<file path="src/rtl/cop0_regfile.sv">
// MIPS coprocessor-0 subset: BadVAddr, Count, Compare, Status, Cause, EPC.
// Reads are combinational with no write bypass; exception > eret > MTC0.
module cop0_regfile #(
  parameter int COUNT_DIV = 2
) (
  input  logic        clk,
  input  logic        reset,
  input  logic        we,
  input  logic [4:0]  waddr,
  input  logic [2:0]  wsel,
  input  logic [31:0] wdata,
  input  logic [4:0]  raddr,
  input  logic [2:0]  rsel,
  output logic [31:0] rdata,
  input  logic        eret,
  input  logic        exc_valid,
  input  logic [4:0]  exc_code,
  input  logic [31:0] exc_pc,
  input  logic        exc_bd,
  input  logic [31:0] exc_badvaddr,
  input  logic        exc_bva_valid,
  input  logic [5:0]  hw_int,
  output logic [31:0] status,
  output logic [31:0] cause,
  output logic [31:0] epc,
  output logic        int_pending
);

  localparam int DW = (COUNT_DIV > 1) ? $clog2(COUNT_DIV) : 1;
  localparam logic [DW-1:0] DIV_LAST = DW'(COUNT_DIV - 1);

  logic [DW-1:0] div_cnt;
  logic [31:0]   count_q;
  logic [31:0]   compare_q;
  logic [31:0]   badvaddr_q;
  logic [31:0]   epc_q;
  logic [7:0]    im_q;
  logic          exl_q;
  logic          ie_q;
  logic          bd_q;
  logic          ti_q;
  logic [1:0]    ip_sw_q;
  logic [4:0]    exccode_q;

  logic        mtc0;
  logic        wr_count;
  logic        wr_compare;
  logic        wr_status;
  logic        wr_cause;
  logic        wr_epc;
  logic        div_wrap;
  logic        count_inc;
  logic [31:0] count_next;
  logic [7:0]  ip;

  // MTC0 only lands when no exception or eret commits in the same cycle.
  assign mtc0       = we & ~exc_valid & ~eret & (wsel == 3'd0);
  assign wr_count   = mtc0 & (waddr == 5'd9);
  assign wr_compare = mtc0 & (waddr == 5'd11);
  assign wr_status  = mtc0 & (waddr == 5'd12);
  assign wr_cause   = mtc0 & (waddr == 5'd13);
  assign wr_epc     = mtc0 & (waddr == 5'd14);

  assign div_wrap   = (div_cnt == DIV_LAST);
  assign count_inc  = div_wrap & ~wr_count;
  assign count_next = count_q + 32'd1;

  assign ip = {hw_int[5] | ti_q, hw_int[4:0], ip_sw_q};

  assign status = {9'd0, 1'b1, 6'd0, im_q, 6'd0, exl_q, ie_q};
  assign cause  = {bd_q, ti_q, 14'd0, ip, 1'b0, exccode_q, 2'b00};
  assign epc    = epc_q;

  assign int_pending = ie_q & ~exl_q & (|(ip & im_q));

  always_comb begin
    rdata = 32'd0;
    if (rsel == 3'd0) begin
      case (raddr)
        5'd8:    rdata = badvaddr_q;
        5'd9:    rdata = count_q;
        5'd11:   rdata = compare_q;
        5'd12:   rdata = status;
        5'd13:   rdata = cause;
        5'd14:   rdata = epc_q;
        default: rdata = 32'd0;
      endcase
    end
  end

  always_ff @(posedge clk) begin
    if (reset) begin
      div_cnt    <= '0;
      count_q    <= 32'd0;
      compare_q  <= 32'd0;
      badvaddr_q <= 32'd0;
      epc_q      <= 32'd0;
      im_q       <= 8'd0;
      exl_q      <= 1'b0;
      ie_q       <= 1'b0;
      bd_q       <= 1'b0;
      ti_q       <= 1'b0;
      ip_sw_q    <= 2'b00;
      exccode_q  <= 5'd0;
    end else begin
      if (wr_count) begin
        count_q <= wdata;
        div_cnt <= '0;
      end else if (div_wrap) begin
        count_q <= count_next;
        div_cnt <= '0;
      end else begin
        div_cnt <= div_cnt + 1'b1;
      end

      // A Compare write clears TI even if an increment would match this cycle.
      if (wr_compare) begin
        compare_q <= wdata;
        ti_q      <= 1'b0;
      end else if (count_inc && (count_next == compare_q)) begin
        ti_q <= 1'b1;
      end

      if (exc_valid) begin
        if (!exl_q) begin
          epc_q <= exc_bd ? (exc_pc - 32'd4) : exc_pc;
          bd_q  <= exc_bd;
        end
        exccode_q <= exc_code;
        exl_q     <= 1'b1;
        if (exc_bva_valid) badvaddr_q <= exc_badvaddr;
      end else if (eret) begin
        exl_q <= 1'b0;
      end else begin
        if (wr_status) begin
          im_q  <= wdata[15:8];
          exl_q <= wdata[1];
          ie_q  <= wdata[0];
        end
        if (wr_cause) ip_sw_q <= wdata[9:8];
        if (wr_epc)   epc_q   <= wdata;
      end
    end
  end

endmodule
</file>
<file path="config.mk">
export PLATFORM = sky130hd
export DESIGN_NAME = cop0_regfile
export DESIGN_NICKNAME = d
export VERILOG_FILES = /design/src/rtl/cop0_regfile.sv
export SDC_FILE = /design/constraint.sdc
export NUM_CORES = 1
export LEC_CHECK = 0
export ABC_CLOCK_PERIOD_IN_PS = 6000
export BUFFER_PORTS_ARGS = -buffer_cell sky130_fd_sc_hd__buf_2
export CORE_MARGIN = 5
export CORE_UTILIZATION = 46
export CTS_CLUSTER_SIZE = 14
export DETAILED_ROUTE_END_ITERATION = 10
export PLACE_DENSITY = 0.72
export SLEW_MARGIN = 30
export SYNTH_ARGS = -nofsm -noshare
export SYNTH_HDL_FRONTEND = slang
export SYNTH_SLANG_ARGS = --single-unit
</file>
<file path="constraint.sdc">
create_clock -name clk -period 6 [get_ports clk]
set_clock_uncertainty 0.1 [all_clocks]
set_input_delay 0.9 -clock clk [delete_from_list [all_inputs] [get_ports clk]]
set_output_delay 0.9 -clock clk [all_outputs]
set_load 0.05 [all_outputs]
</file>
# After elaboration in Yosys (flattened, before gate mapping)
# Index checks and enable logic that the tools add are counted.
[totals]
ff_bits = 148
latch_bits = 0
ram_bits = 0
rom_bits = 0
inputBits = 130
out_inout_bits = 129
wordCells = 72
mem_count = 0
[op_classes]
add_sub_neg = 3
mul = 0
div_mod_pow = 0
magnitude_cmp = 0
n_eq_ne = 14
shifts = 0
muxes = 12
n_bitwise = 17
n_reduce_logical = 14
[ops]
columns = ["cell", "n"]
rows = [
  ["$mux W32", 8],
  ["$pmux W32 S6", 1],
  ["$eq A5 B4 Y1 const B", 11],
  ["$add A32 B1 Y32 const B", 1],
  ["$eq A32 B32 Y1", 1],
  ["$sub A32 B3 Y32 const B", 1],
  ["$and A1 B1 Y1", 11],
  ["$reduce_and A3 Y1", 3],
  ["$and A8 B8 Y8", 1],
  ["$reduce_or A8 Y1", 1],
  ["$logic_not A3 Y1", 2],
  ["$not A1 Y1", 4],
  ["$reduce_and A2 Y1", 2],
  ["$reduce_bool A2 Y1", 2],
  ["$mux W1", 3],
  ["$reduce_bool A3 Y1", 1],
  ["$reduce_or A3 Y1", 1],
  ["$ne A2 B1 Y1 const B", 1],
  ["$ne A2 B2 Y1 const B", 1],
  ["$reduce_or A2 Y1", 1],
  ["$add A1 B1 Y1 const B", 1],
  ["$logic_and A1 B1 Y1", 1],
  ["$or A1 B1 Y1", 1],
]

# Longest topological paths before layout
[logic_depth]
ltp_word = 8
mapped_depth = 10
depth_no_buf = 9

# Worst setup path after synthesis
# No wires, ideal clock.
[synth_path]
path_type = "in2out"
from = "in raddr[1]"
to = "out rdata[0]"
arrival_time_ns = 2.972
t_required_ns = 5.000
setup_slack_ns = 2.028
path_stages = 8
cell_sequence = "clkbuf_1 and2_1 clkbuf_1 and2_0 clkbuf_1 clkbuf_1 a21oi_1 a21oi_1"
[synth_between]
elab_chain_cells = 3
word_cells_on_any_way = 8
cone_classes = "eq/ne (6); mux (2)"
[synth_lines]
columns = ["item", "line", "source"]
rows = [
  ["start: declaration", "12", "input logic [4:0] raddr,"],
  ["$eq A5 B4 Y1", "79", "case (raddr)"],
  ["$pmux W32 S6 (*)", "79", ""],
  ["$mux W32 (*)", "78", "if (rsel == 3'd0) begin"],
  ["end: declaration", "14", "output logic [31:0] rdata,"],
]
# Mark *: on every way between the ends. The rest lies on a longest branch, timed or not.

# Worst setup path after layout
[layout_path]
from = "in raddr[2]"
to = "out rdata[15]"
# The elaborated chain is that of the path after synthesis.

==> impl_metrics.py <==
metrics = {
    "synthesis": {
        "mappedNetlistArea_um2": 9230,
        "async_flop_share": 0,
        "synth.top_cells.by_area": "dfxtp_1 (32%), mux2i_1 (9.1%), nor2_1 (8.6%), xor2_1 (4.9%), a21oi_1 (4.8%)",
        "synth_largest_type_area_fraction": 0.321,
        "postSynthRegisterBits": 148,
        "syn-mean-instance-area_um2": 7.84,
        "synth-seq-area-share": 0.321,
        "synth_cells": 1177,
        "synthesis.yosys.warnings": 0,
        "synth.distinct_cells": 64,
        "synth-edff-count": 0,
        "synth.largest_area_cell": "dfxtp_1",
        "synth_ff_type": "dfxtp_1",
    },
    "hold_path": {
        "worst_hold_path_type": "register to register",
        "hold_end": "badvaddr_q[19]",
        "hold_depth": 2,
        "worstHoldStart": "badvaddr_q[19]",
    },
    "setup_path": {
        "crit_buf_inv": 2,
        "cp.arrival_ns": 3.18,
        "cp.required_ns": 5.00,
        "crit_path_max_incr_delay_ns": 0.51,
        "critical_path.cell_chain": "buf_2 -> nor2b_1 -> nand2_1 -> nor2_1 -> nand2_1 -> a31oi_1 -> buf_2",
        "timing.critical_path.from_type": "input pin",
        "critical_path_peak_fanout": 23,
        "critical_path_class": "input pin to primary output",
        "crit_path_top_delay_cell": "nand2_1",
        "setup.reg_to_reg.worst_slack_ns": 2.70,
        "crit-reg2reg-capture": "ti_q",
        "cpLargestDelayFamily": "simple AND/OR/NAND/NOR gates",
        "reg2reg_depth": 8,
        "worstReg2RegStart": "count_q[0]",
        "worst_setup_path_end_kind": "primary output",
    },
    "final_layout": {
        "syn2layout_area_growth_pct": 16.6,
        "final_common_cell": "buf_2",
        "net_total_in_the_final_layout": 1457,
        "layout-drive-gt1-share": 0.217,
        "finish.utilization": 0.549,
        "layout_common_cells": "buf_2 (218), nor2_1 (212), dfxtp_1 (148), nand2_1 (111), a21oi_1 (88)",
    },
    "clock_network": {
        "cts.repair_timing.setup_buffer_count": 0,
        "cts_buffers": 17,
        "htree_num_levels": 4,
        "cts.reportedPaths.clkPinSlew_ns": 0.06,
        "tritoncts_num_sinks": 148,
        "ctsRootBufferMaster": "clkbuf_16",
        "cts_max_path_buffers": 2,
        "ctsHoldBuffers": 0,
        "insertion_delay_ns": 0.42,
        "post_cts.resized_instances": 0,
        "tritoncts_clock_tree": "yes",
    },
    "global_route": {
        "gr-total-overflow": 0,
        "via_count_of_the_first_global_routing_pass": 8637,
        "grt_pass1_wl_mm": 49.0,
        "maximum_number_of_pins_on_one_net_before_global_route_repair": 92,
        "grtUsageTotal": 0.277,
        "antenna_violations_before_repair": 5,
    },
    "timing": {
        "setup_viol": 0,
        "timing_worst_slew_pin_value_ns": 0.956,
        "crit_share_post_route": 0.696,
        "slew_viol_final": 0,
        "final-hold-violation-count": 0,
        "worst_slew_margin_rel": 0.361,
        "tns_ns": 0,
        "timing.final.crit_period_ns": 4.18,
        "grt_setup_unrepaired": "no",
        "clock.fmax_ghz": 0.239,
    },
    "routing": {
        "antenna_violating_nets_post_route": 0,
        "routed_wl_mm": 32.8,
        "avgRoutedWirePerCell_um": 20.4,
        "vias": 9366,
        "detailedRoute.firstPassIterationCount": 8,
        "count_of_routing_violations_after_the_opening_detailed_route_iteration": 1039,
        "avgViaCountPerCell": 5.84,
        "remaining_drc_errors": 0,
    },
    "run_status": {
        "outcome": "completed",
    },
    "floorplan": {
        "core_area_um2": 19600,
        "number_of_rows_in_the_core_area": 51,
        "die_height_um": 152,
        "boundaryPins": 259,
        "die_x_um": 152,
        "die_area_um2": 23000,
        "initial_core_util": 0.471,
    },
    "place": {
        "hpwlAfterDp_mm": 24.5,
        "buffer_ports.inserted": 219,
        "place.gp.congestion": 0.942,
    },
    "power_and_ir_drop": {
        "power.ir.vdd_worst_mv": 0.154,
        "power.static_leakage_nw": 4.64,
        "p_per_area_nw_per_um2": 237,
    },
    "flow_run": {
        "cap_violations": 0,
    },
}
metal layers:
| metal | global-route usage | wire length, um | vias up | share of wire |
|---|---|---|---|---|
| met5 | 0 | 28 | - | 0.00085 |
| li1 | - | - | 4369 | - |
| met3 | 0.0720 | 3360 | 59 | 0.10 |
| met4 | 0.0768 | 729 | 6 | 0.022 |
| met1 | 0.385 | 13700 | 4406 | 0.42 |
| met2 | 0.426 | 15000 | 526 | 0.46 |
worst reg2reg max path, delay by kind of cell (launching register included):
family	cells	cell delay, ns
simple gates	5	2.08
flops	1	0.50
fa+ha+maj	1	0.32
compound gates	2	0.24
sequential cells by signal, indices dropped and copies added, names as in the netlist, 2 cells and up:
name	cells
badvaddr_q	32
compare_q	32
count_q	32
epc	32
exccode_q	5
im_q	8
ip_sw_q	2
worst max-delay path by stage:
stage / startpoint / to / depth (start not counted)
after floorplan: raddr[1] / rdata[0] / 8
after global placement: raddr[2] / rdata[15] / 7
after detailed placement: raddr[2] / rdata[15] / 7
after CTS: raddr[2] / rdata[15] / 7
after global routing: raddr[2] / rdata[15] / 7
final: raddr[2] / rdata[15] / 7
cell usage after synthesis, drive strengths merged, types with 19 or more instances:
master	instances
a211oi	53
a21oi	89
a221oi	20
buf	64
clkbuf	73
dfxtp	148
mux2i	84
nand2	113
nand4	28
nor2	212
nor3	19
xnor2	45
xor2	52
cell families (layout without fill, tap and decap cells):
logic type	Yosys count	after routing	synth area share
xor gates and xnor gates	97	97	0.0920
DFF	148	148	0.321
other	2	41	0.000814
buffers and inverters	146	270	0.0878
AOI/OAI and AO/OA	226	226	0.162
adders and majority gates	2	2	0.00271
muxes	90	90	0.0984
and+or+nand+nor	466	466	0.236
stage by stage:
step	cells	area [um2]	setup WS [ns]	hold WS, ns	total power (W)
after floorplan	1214	9370	2.03	0.336	0.00133
after global placement	1571	10100	1.92	0.343	0.00143
after detailed placement	1571	10100	1.87	0.350	0.00144
after CTS	1603	10700	1.87	0.359	0.00254
after global routing	1605	10800	1.74	0.381	0.00262
final	1605	10800	1.82	0.361	0.00255
where the power goes:
group | switching [W] | internal [W]
Sequential | 0.0000311 | 0.00101
Combinational | 0.000280 | 0.0000992
Clock | 0.000451 | 0.000673
cell type report:
type / count / area (um2)
fillers: 1907 / 8830
inverters: 8 / 30.0
flip-flops and latches: 148 / 2960
multi-input cells: 920 / 5630
clock inverters: 13 / 171
clock buffers: 19 / 443
well taps: 265 / 332
repair buffers: 230 / 1180
diodes: 2 / 5.00
Power figures use the tool's default switching activity.
